**config.mk**
```make
export PLATFORM = sky130hd
export DESIGN_NAME = program_counter_unit
export DESIGN_NICKNAME = d
export VERILOG_FILES = /design/src/rtl/program_counter_unit.sv
export SDC_FILE = /design/constraint.sdc
export NUM_CORES = 1
export LEC_CHECK = 0
export ABC_AREA = 0
export CAP_MARGIN = 25
export CELL_PAD_IN_SITES_DETAIL_PLACEMENT = 1
export CELL_PAD_IN_SITES_GLOBAL_PLACEMENT = 2
export CORE_MARGIN = 10
export CORE_UTILIZATION = 35
export CTS_CLUSTER_DIAMETER = 30
export DETAILED_ROUTE_END_ITERATION = 8
export GPL_TIMING_DRIVEN = 0
export HOLD_SLACK_MARGIN = 0.03
export PLACE_DENSITY_LB_ADDON = 0.2
export SETUP_SLACK_MARGIN = 0.2
export SYNTH_ARGS = -nofsm -noshare
export SYNTH_HDL_FRONTEND = slang
export SYNTH_SLANG_ARGS = --single-unit
```
**constraint.sdc**
```tcl
create_clock -name clk -period 4 [get_ports clk]
set_input_delay 0.4 -clock clk [delete_from_list [all_inputs] [get_ports clk]]
set_output_delay 0.4 -clock clk [all_outputs]
set_load 0.05 [all_outputs]
```
**src/rtl/program_counter_unit.sv**
```systemverilog
// Fetch-stage program counter: sequential advance, stall, redirect, trap vectoring
// and a circular return-address stack for call/return prediction.
module program_counter_unit #(
    parameter int unsigned      WIDTH        = 32,
    parameter logic [WIDTH-1:0] RESET_VECTOR = 32'h0000_0000,
    parameter logic [WIDTH-1:0] TRAP_VECTOR  = 32'h0000_0100,
    parameter int unsigned      INC          = 4,
    parameter int unsigned      RAS_DEPTH    = 4,
    localparam int unsigned     CNT_W        = $clog2(RAS_DEPTH + 1)
) (
    input  logic             clk,
    input  logic             reset,
    input  logic             stall,
    input  logic             trap,
    input  logic             redirect_valid,
    input  logic [WIDTH-1:0] redirect_target,
    input  logic             call,
    input  logic             ret,
    output logic [WIDTH-1:0] pc,
    output logic [WIDTH-1:0] pc_plus,
    output logic [CNT_W-1:0] ras_count,
    output logic             ras_empty,
    output logic             ras_full,
    output logic             ret_miss
);

    localparam int unsigned PTR_W = $clog2(RAS_DEPTH);
    localparam logic [CNT_W-1:0] COUNT_FULL = CNT_W'(RAS_DEPTH);

    logic [WIDTH-1:0] pc_q, pc_d;
    logic [PTR_W-1:0] ptr_q, ptr_d;
    logic [PTR_W-1:0] top_idx;
    logic [CNT_W-1:0] count_q, count_d;
    logic             ret_miss_q, ret_miss_d;
    logic [WIDTH-1:0] ras_q [RAS_DEPTH];
    logic [WIDTH-1:0] ras_d [RAS_DEPTH];
    logic             ras_nonempty;

    assign pc_plus      = pc_q + WIDTH'(INC);
    assign top_idx      = ptr_q - PTR_W'(1);
    assign ras_nonempty = (count_q != '0);

    assign pc        = pc_q;
    assign ras_count = count_q;
    assign ras_empty = (count_q == '0);
    assign ras_full  = (count_q == COUNT_FULL);
    assign ret_miss  = ret_miss_q;

    always_comb begin
        pc_d       = pc_q;
        ptr_d      = ptr_q;
        count_d    = count_q;
        ras_d      = ras_q;
        ret_miss_d = 1'b0;

        if (trap) begin
            pc_d = TRAP_VECTOR;
        end else if (redirect_valid || !stall) begin
            // A redirect overrides stall, and the RAS still acts on call/ret alongside it.
            if (redirect_valid) begin
                pc_d = redirect_target;
            end else if (ret && ras_nonempty) begin
                pc_d = ras_q[top_idx];
            end else begin
                pc_d = pc_plus;
            end

            if (call && ret && ras_nonempty) begin
                ras_d[top_idx] = pc_plus;
            end else if (call) begin
                ras_d[ptr_q] = pc_plus;
                ptr_d        = ptr_q + PTR_W'(1);
                if (count_q != COUNT_FULL) begin
                    count_d = count_q + CNT_W'(1);
                end
            end else if (ret && ras_nonempty) begin
                ptr_d   = top_idx;
                count_d = count_q - CNT_W'(1);
            end

            ret_miss_d = ret && !ras_nonempty;
        end
    end

    always_ff @(posedge clk) begin
        ras_q <= ras_d;
        if (reset) begin
            pc_q       <= RESET_VECTOR;
            ptr_q      <= '0;
            count_q    <= '0;
            ret_miss_q <= 1'b0;
        end else begin
            pc_q       <= pc_d;
            ptr_q      <= ptr_d;
            count_q    <= count_d;
            ret_miss_q <= ret_miss_d;
        end
    end

endmodule

```
==> results of run 1 <==
==> layout make-up <==
class	instances	area, um^2
buffer	46	200
clock buffer	18	429
clock inverter	14	148
fill	2517	12400
inverter	40	150
multi-input combinational	473	3320
sequential	166	4600
tap	313	392
timing repair buffer	114	1170
==> routing by layer <==
metal	routed length (um)	GRT usage, %
met1	13300	26.0
met2	14100	31.7
met3	1420	3.25
met4	450	5.46
met5	0	0
==> Yosys cell counts (3+ instances only) <==
cell type / number
edfxtp_1: 128
nand3_1: 16
o21a_1: 3
nor2_1: 157
a22oi_1: 7
xor2_1: 12
mux4_2: 32
nand2_1: 48
and3_1: 4
buf_2: 6
o21ai_0: 18
a22o_1: 3
dfxtp_1: 38
nand4_1: 9
a221oi_1: 3
clkbuf_1: 34
xnor2_1: 17
or3_1: 4
a31oi_1: 10
inv_1: 39
o22ai_1: 4
a211oi_1: 5
nor4_1: 5
nor2b_1: 13
and2_1: 3
o221ai_1: 10
and4_1: 4
o31a_1: 7
buf_4: 4
ha_1: 7
nor3_1: 7
a21oi_1: 24
mux2i_1: 5
nand2b_1: 4
==> power by group <==
part | total (mW) | leakage [nW] | switching, mW | internal [mW]
logic | 0.841 | 1.79 | 0.556 | 0.285
registers | 1.95 | 1.52 | 0.0499 | 1.90
clock network | 1.65 | 0.283 | 0.727 | 0.925
==> per-stage QoR <==
step	setup WS [ns]	cells	hold slack, ns
global route	0.161	1184	0.419
finish	0.353	1184	0.352
detailed placement	0.102	1149	0.541
CTS	0.205	1181	0.333
global placement	-1.62	1145	0.525
floorplan	0.602	725	0.507
==> sequential cells by signal (all words and copies together) (netlist names) <==
name and count:
ras_q 128, pc 32, ras_count 3, ptr_q 2, ret_miss 1
==> timing repair <==
action                                  CTS  global route
endpoints found under the setup margin    9            26
pin swaps                                 0             1
setup buffers                             0             2
resized for setup                         6             7
==> how the worst min path moves through the flow <==
stage / start / end / cells after the start
CTS: reset / ras_count[1] / 2
finish: reset / ras_count[1] / 2
detailed placement: pc[28] / pc[28] / 2
global route: reset / ptr_q[0] / 2
global placement: pc[28] / pc[28] / 2
floorplan: ptr_q[1] / ptr_q[1] / 2
==> critical path, stage by stage, from the launching register on <==
cell             delay (ns)
dfxtp_1                0.39
clkbuf_1               0.32
and2_1                 0.29
nand2_1                0.21
nor4_2                 0.49
xnor2_1                0.22
inv_1                  0.09
clkdlybuf4s50_1        0.80
==> logic make-up (layout without fill, tap and decap cells) <==
kind of cell / Yosys count / after routing / share of synthesized area [%]
AND/OR/NAND/NOR: 291 / 291 / 16.8
flip-flops: 166 / 166 / 56.1
AO/OA/AOI/OAI: 108 / 108 / 9.01
buffers and inverters: 86 / 232 / 4.21
multiplexers: 37 / 37 / 9.40
XOR/XNOR: 29 / 29 / 3.10
adder cells (fa/ha/maj): 8 / 8 / 1.31
==> impl_metrics.env, run 1 <==
export IMPL_routed_via_density=5.41
export IMPL_fmax_ghz=0.274
export IMPL_rr_worst_depth=8
export IMPL_synth_cells=725
export IMPL_cp_endpoint="pc_plus[29]"
export IMPL_synth_edff_count=128
export IMPL_gp_congestion=0.835
export IMPL_drtPass1Iterations=5
export IMPL_timing_rr_end="ras_q[21]"
export IMPL_yosysTopAreaCellShare_pct=46.9
export IMPL_hpwl_um=20800
export IMPL_clkSinkCount=166
export IMPL_grt_max_degree=23
export IMPL_diodes=0
export IMPL_end_kind="output port"
export IMPL_synthDistinctLibCells=59
export IMPL_cp_arrival_ns=3.25
export IMPL_cap_violations=0
export IMPL_grt_pass1_vias=6801
export IMPL_crit_required_ns=3.60
export IMPL_final_common_cell="nor2_1"
export IMPL_hold_violations=0
export IMPL_drtIter0Drc=506
export IMPL_worst_path_max_fanout=9
export IMPL_status="completed"
export IMPL_start_util_pct=35.9
export IMPL_area_growth_synth_to_final_pct=27.0
export IMPL_die_area_um2=30000
export IMPL_ir_drop_mv=0.295
export IMPL_syn_nets=772
export IMPL_slew_headroom_pct=36.1
export IMPL_postCtsHoldBufs=0
export IMPL_hold_path_class="in -> reg"
export IMPL_fin_nets=905
export IMPL_cts_tree="yes"
export IMPL_tightest_slew_ns=0.951
export IMPL_cts_buffers=17
export IMPL_r2r_start="ptr_q[0]"
export IMPL_clk_pin_slew_ns=0.07
export IMPL_avgRoutedWirePerCell_um=24.7
export IMPL_async_reset_ff_share_pct=0
export IMPL_ys_flop_type="edfxtp_1"
export IMPL_total_power_mw=4.45
export IMPL_die_w_um=173
export IMPL_grt_pass1_wl_um=44200
export IMPL_place_area_um2=9780
export IMPL_min_period_ns=3.65
export IMPL_utilization_pct=45.6
export IMPL_io_buffers=107
export IMPL_power_leakage_nw=3.59
export IMPL_synth_seq_cells=166
export IMPL_antenna_left=0
export IMPL_rsz0062_at_grt="yes"
export IMPL_io_pin_count=109
export IMPL_mostFrequentLayoutCells="nor2_1, edfxtp_1, clkdlybuf4s50_1, nand2_1, inv_1"
export IMPL_drc=0
export IMPL_antenna_found_initial=0
export IMPL_r2r_slack_ns=0.37
export IMPL_slew_violations=0
export IMPL_syn_area_per_cell_um2=11.3
export IMPL_vias=6400
export IMPL_stdcell_area_um2=10400
export IMPL_cts_root_buf="clkbuf_16"
export IMPL_setup_violations=0
export IMPL_grt_overflow=0
export IMPL_dieHeight_um=173
export IMPL_synth_seq_area_share_pct=56.1
export IMPL_yosysTopAreaCell="edfxtp_1"
export IMPL_yosys_warnings=0
export IMPL_worstSetupPathType="reg -> out"
export IMPL_netlist_area_um2=8200
export IMPL_crit_start="pc[2]"
export IMPL_grt_usage_pct=19.4
export IMPL_drt_total_wl_um=29200
export IMPL_htreeDepth=4
export IMPL_rows=55
export IMPL_clock_path_buffers=2
export IMPL_fin_crit_sh_pct=91.2
export IMPL_power_density_nw_per_um2=427
export IMPL_coreArea_um2=22800
export IMPL_synth_top_cells_by_area="edfxtp_1, dfxtp_1, mux4_2"
export IMPL_drive_gt1_share_pct=12.1
export IMPL_start_kind="flop"
export IMPL_finalSetupTns_ns=0
export IMPL_clk_latency_ns=0.44
export IMPL_skew_ns=0.0120
Note: power is estimated with default switching activity, not from simulation.
==> inputs of run 2 (changes only) <==
Settings changed: CORE_MARGIN 10 to not set.
==> run 2 against run 1 <==
Compared with the run above:
- critical endpoint is now pc_plus[30]
- count of clock-buffer cells in the layout fell by 1
- power fell by 0.26%
- utilization rose by 0.088 points
- final cell count did not move
- critical path depth rose by 1
==> impl_metrics.env, run 2 (synthesized netlist as in run 1, its figures left out) <==
export IMPL_drtPass1Iterations=4
export IMPL_cts_root_buf="clkbuf_16"
export IMPL_drc=0
export IMPL_rr_worst_depth=8
export IMPL_power_leakage_nw=3.60
export IMPL_mostFrequentLayoutCells="nor2_1, edfxtp_1, clkdlybuf4s50_1, nand2_1, inv_1"
export IMPL_ir_drop_mv=0.230
export IMPL_die_area_um2=24100
export IMPL_drtIter0Drc=508
export IMPL_grt_usage_pct=24.7
export IMPL_final_common_cell="nor2_1"
export IMPL_n_fill_cell=2439
export IMPL_fmax_ghz=0.274
export IMPL_slew_headroom_pct=36.2
export IMPL_clock_path_buffers=2
export IMPL_total_power_mw=4.43
export IMPL_dieHeight_um=155
export IMPL_htreeDepth=4
export IMPL_antenna_found_initial=0
export IMPL_fin_crit_sh_pct=91.2
export IMPL_hold_path_depth=2
export IMPL_hold_path_class="in -> reg"
export IMPL_hpwl_um=20000
export IMPL_hold_violations=0
export IMPL_rsz0062_at_grt="yes"
export IMPL_routed_via_density=5.43
export IMPL_slew_violations=0
export IMPL_coreArea_um2=22800
export IMPL_min_period_ns=3.65
export IMPL_hold_start="reset"
export IMPL_io_pin_count=109
export IMPL_largest_register="ras_q"
export IMPL_tightest_slew_ns=0.952
export IMPL_area_growth_synth_to_final_pct=26.8
export IMPL_drt_total_wl_um=28600
export IMPL_path_cells="ha_1 -> nand4_1 -> nor4_4 -> buf_4 -> nand2_1 -> xor2_1 -> inv_1 -> clkdlybuf4s50_1"
export IMPL_max_stage_delay_ns=0.70
export IMPL_clk_pin_slew_ns=0.07
export IMPL_seqCellArea_um2=4600
export IMPL_end_kind="output port"
export IMPL_rows=55
export IMPL_worstSetupPathType="reg -> out"
export IMPL_cts_buffers=17
export IMPL_cap_violations=0
export IMPL_fin_nets=905
export IMPL_worst_path_max_fanout=7
export IMPL_antenna_left=0
export IMPL_start_util_pct=36.0
export IMPL_skew_ns=0.0108
export IMPL_io_buffers=107
export IMPL_min_to="ras_count[0]"
export IMPL_diodes=0
export IMPL_slowest_stage="clkdlybuf4s50_1"
export IMPL_grt_pass1_vias=6676
export IMPL_start_kind="flop"
export IMPL_grt_pass1_wl_um=42400
export IMPL_grt_max_degree=24
export IMPL_vias=6433
export IMPL_dp_slack_ns=0.205
export IMPL_power_density_nw_per_um2=426
export IMPL_final_cells=1184
export IMPL_clk_latency_ns=0.44
export IMPL_timing_rr_end="ras_q[82]"
export IMPL_grt_overflow=0
export IMPL_clkSinkCount=166
export IMPL_dpl_cell_count=1149
export IMPL_die_w_um=155
export IMPL_timing_final_ws_setup_ns=0.352
export IMPL_r2r_slack_ns=0.41
export IMPL_gp_congestion=0.796
export IMPL_cp_arrival_ns=3.25
export IMPL_crit_required_ns=3.60
export IMPL_r2r_start="ptr_q[0]"
export IMPL_status="completed"
export IMPL_multiInputGateArea_um2=3310
export IMPL_largest_reg_flops=128
export IMPL_avgRoutedWirePerCell_um=24.1
export IMPL_postCtsHoldBufs=0
export IMPL_drive_gt1_share_pct=12.2
export IMPL_setup_violations=0
export IMPL_cts_tree="yes"
## run 2: cell types whose count changed in the layout (fill, tap and decap cells not counted), sizes merged
| cell | previous run | this run |
|---|---|---|
| bufinv | 2 | 1 |
| clkbuf | 52 | 51 |
| clkdlybuf4s50 | 105 | 104 |
| clkinv | 8 | 5 |
| clkinvlp | 1 | 2 |
| dlymetal6s2s | 1 | 2 |
| inv | 43 | 47 |
## run 2: report_power, final
group,internal (mW),total (mW),switching [mW]
Combinational,0.284,0.833,0.549
Clock,0.874,1.65,0.775
Sequential,1.90,1.95,0.0495
## run 2: what timing repair did
item	CTS	global route
setup buffers	0	3
endpoints found under the setup margin	6	30
pin swaps	1	1
gates resized for setup	4	11
## run 2: worst max-delay path, delay by kind of cell, from the launching register on
family | cells | cell delay [ns]
buffers and inverters | 3 | 0.96
and+or+nand+nor | 3 | 0.72
DFF | 1 | 0.45
xor gates and xnor gates | 1 | 0.35
adders and majority gates | 1 | 0.33
## run 2: area by class of cell
class | count | area share (%)
flip-flops and latches | 166 | 44.3
multi-input cells | 473 | 31.8
repair buffers | 114 | 11.3
clock buffers | 17 | 4.09
well taps | 313 | 3.76
plain buffers | 46 | 1.92
inverters | 40 | 1.44
clock inverters | 15 | 1.37
## run 2: per-stage QoR
| stage | TNS [ns] | cell area (um^2) | hold slack, ns | utilization [%] |
|---|---|---|---|---|
| floorplan | 0 | 8200 | 0.507 | - |
| global placement | -192.96 | 9670 | 0.533 | 42.4 |
| detailed placement | 0 | 9780 | 0.536 | 42.9 |
| CTS | 0 | 10400 | 0.329 | 45.4 |
| global route | 0 | 10400 | 0.364 | 45.7 |
| finish | 0 | 10400 | 0.342 | 45.7 |
## run 2: per-layer routing
metal | vias to the layer above | GRT usage [%] | part of all wire (%)
li1 | 2920 | - | -
met1 | 3289 | 32.9 | 45
met3 | 36 | 3.82 | 4.3
met5 | - | 0 | 0
met4 | 0 | 8.35 | 2.0
met2 | 188 | 41.0 | 48
## run 2: worst max path at each step
stage / startpoint / endpoint / slack, ns / cells after the start
3_5_place_dp: ptr_q[0] / pc[29] / 0.20 / 10
5_1_grt: pc[2] / pc_plus[27] / 0.20 / 7
6_report: pc[3] / pc_plus[30] / 0.35 / 8
3_3_place_gp: ret / ras_q[24] / -1.58 / 6
4_1_cts: pc[3] / pc_plus[28] / 0.21 / 8
2_1_floorplan: ras_count[0] / ras_q[100] / 0.60 / 5
==> inputs of run 3 (changes only) <==
Settings changed: DONT_BUFFER_PORTS set to 1.
==> run 3 against run 2 <==
Compared with the run above:
- worst setup slack gained 0.0011 ns
- highest routed layer unchanged
- first-iteration DRC count decreased by 6.3%
- power decreased by 2.0%
- utilization decreased by 4.7 points
- largest power group unchanged
- critical endpoint is now pc_plus[26]
- critical path depth down 2
- wire length shrank 1.9%
- critical path type unchanged
- die area did not move
- combinational power is 22% lower
- clock power barely moved
- non-clock buffer count down 110
==> impl_metrics.env, run 3 (synthesized netlist as in run 1, its figures left out) <==
export IMPL_status="completed"
export IMPL_area_growth_synth_to_final_pct=13.8
export IMPL_crit_start="pc[7]"
export IMPL_end_kind="output port"
export IMPL_grt_overflow=0
export IMPL_power_leakage_nw=3.16
export IMPL_ir_drop_mv=0.214
export IMPL_total_power_mw=4.35
export IMPL_antenna_found_initial=1
export IMPL_drive_gt1_share_pct=14.5
export IMPL_worstSetupPathType="reg -> out"
export IMPL_switching_share_pct=31.4
export IMPL_start_util_pct=36.0
export IMPL_place_area_um2=8710
export IMPL_max_stage_delay_ns=0.66
export IMPL_slew_violations=0
export IMPL_hpwl_um=19900
export IMPL_die_area_um2=24100
export IMPL_coreArea_um2=22800
export IMPL_met3_usage_pct=6.10
export IMPL_drt_total_wl_um=28000
export IMPL_clkSinkCount=166
export IMPL_utilization_pct=41.0
export IMPL_vias=5949
export IMPL_skew_ns=0.00917
export IMPL_clk_pin_slew_ns=0.07
export IMPL_critPathBufInv=2
export IMPL_clk_latency_ns=0.44
export IMPL_gp_congestion=0.841
export IMPL_hold_violations=0
export IMPL_hold_path_class="in -> reg"
export IMPL_slowest_stage="dfxtp_1"
export IMPL_slew_headroom_pct=30.3
export IMPL_grt_pass1_vias=6149
export IMPL_largest_register="ras_q"
export IMPL_tightest_slew_ns=1.04
export IMPL_fin_crit_sh_pct=91.2
export IMPL_drtIter0Drc=476
export IMPL_drtPass1Iterations=4
export IMPL_largest_reg_flops=128
export IMPL_start_kind="flop"
export IMPL_switchingPower_mw=1.37
export IMPL_worst_path_max_fanout=8
export IMPL_mostFrequentLayoutCells="nor2_1, edfxtp_1, nand2_1, inv_1"
export IMPL_crit_family="simple AND/OR/NAND/NOR gates"
export IMPL_setup_violations=0
export IMPL_rows=55
export IMPL_grt_max_degree=24
export IMPL_power_share_clock_pct=38.5
export IMPL_power_density_nw_per_um2=466
export IMPL_final_common_cell="nor2_1"
export IMPL_comb_power_share_pct=14.9
export IMPL_grtUsageMet2_pct=40.2
export IMPL_grt_usage_pct=24.2
export IMPL_io_pin_count=109
export IMPL_hold_start="redirect_target[4]"
export IMPL_cp_arrival_ns=3.25
export IMPL_grt_busiest_layer="met2"
export IMPL_htreeDepth=4
export IMPL_fmax_ghz=0.274
export IMPL_dieHeight_um=155
export IMPL_clock_path_buffers=2
export IMPL_die_w_um=155
export IMPL_routed_via_density=5.53
export IMPL_cts_tree="yes"
export IMPL_cap_violations=0
export IMPL_use_met1_pct=31.3
export IMPL_cts_root_buf="clkbuf_16"
export IMPL_avgRoutedWirePerCell_um=26.1
export IMPL_seq_power_share_pct=46.5
export IMPL_drc=0
export IMPL_fin_nets=795
export IMPL_path_cells="buf_4 -> nand4_1 -> nor4_4 -> nor3b_2 -> xnor2_1 -> inv_1"
export IMPL_grt_pass1_wl_um=41100
export IMPL_r2r_start="ptr_q[0]"
export IMPL_rsz0062_at_grt="no"
export IMPL_crit_required_ns=3.60
export IMPL_p_int_mw=2.98
export IMPL_stdcell_area_um2=9330
export IMPL_r2r_slack_ns=0.43
export IMPL_cts_buffers=17
export IMPL_min_period_ns=3.65
export IMPL_io_buffers=0
export IMPL_antenna_left=0
-- run 3: path summary, 6_finish.rpt --
| kind | end | cells after the start |
|---|---|---|
| worst max-delay path | pc_plus[26] | 6 |
| worst min-delay path | pc[4] | 2 |
| worst max register to register | ras_q[20] | 8 |
| worst min register to register | ptr_q[1] | 2 |
-- run 3: what timing repair did --
action                     4_1_cts  5_1_grt
setup buffers                    0        0
resized for setup                4       11
pin swaps                        0        0
setup endpoints to repair        8       15
hold buffers                     0        0
-- run 3: power by group through the flow --
stage          Sequential (mW)  Combinational [mW]  Clock (mW)
2_1_floorplan             2.04               0.438           0
3_3_place_gp              2.06               0.631           0
3_5_place_dp              2.06               0.651           0
4_1_cts                   2.02               0.655        1.70
5_1_grt                   2.03               0.693        1.77
6_report                  2.02               0.650        1.67
-- run 3: metrics by stage --
stage | hold slack (ns) | cells | setup TNS (ns) | setup slack [ns]
CTS | 0.0703 | 1074 | 0 | 0.203
finish | 0.0822 | 1075 | 0 | 0.353
global route | 0.0809 | 1074 | 0 | 0.206
global placement | 0.516 | 1038 | -183.63 | -1.50
floorplan | 0.507 | 725 | 0 | 0.602
detailed placement | 0.527 | 1042 | 0 | 0.165
-- run 3: worst reg2reg max path, stage by stage (launching register included) --
cell,delay (ns)
dfxtp_1,0.40
buf_2,0.29
buf_2,0.42
inv_1,0.14
ha_1,0.25
mux2i_1,0.57
clkbuf_1,0.72
nor2_4,0.23
buf_12,0.25
-- run 3: metal layers --
metal	vias up	wire length [um]	share of wire [%]
met5	-	0	0
met4	0	337	1.2
met3	21	1640	5.8
met2	158	13900	49
met1	3083	12200	44
li1	2687	-	-
-- run 3: area by class of cell --
class                           count  area [um^2]
Buffer                             46          200
Clock inverter                     15          156
Inverter                           40          150
Sequential cell                   166         4610
Timing Repair Buffer                4         80.1
Antenna cell                        1         2.50
Tap cell                          313          392
Multi-Input combinational cell    473         3310
Fill cell                        2482        13400
Clock buffer                       17          425
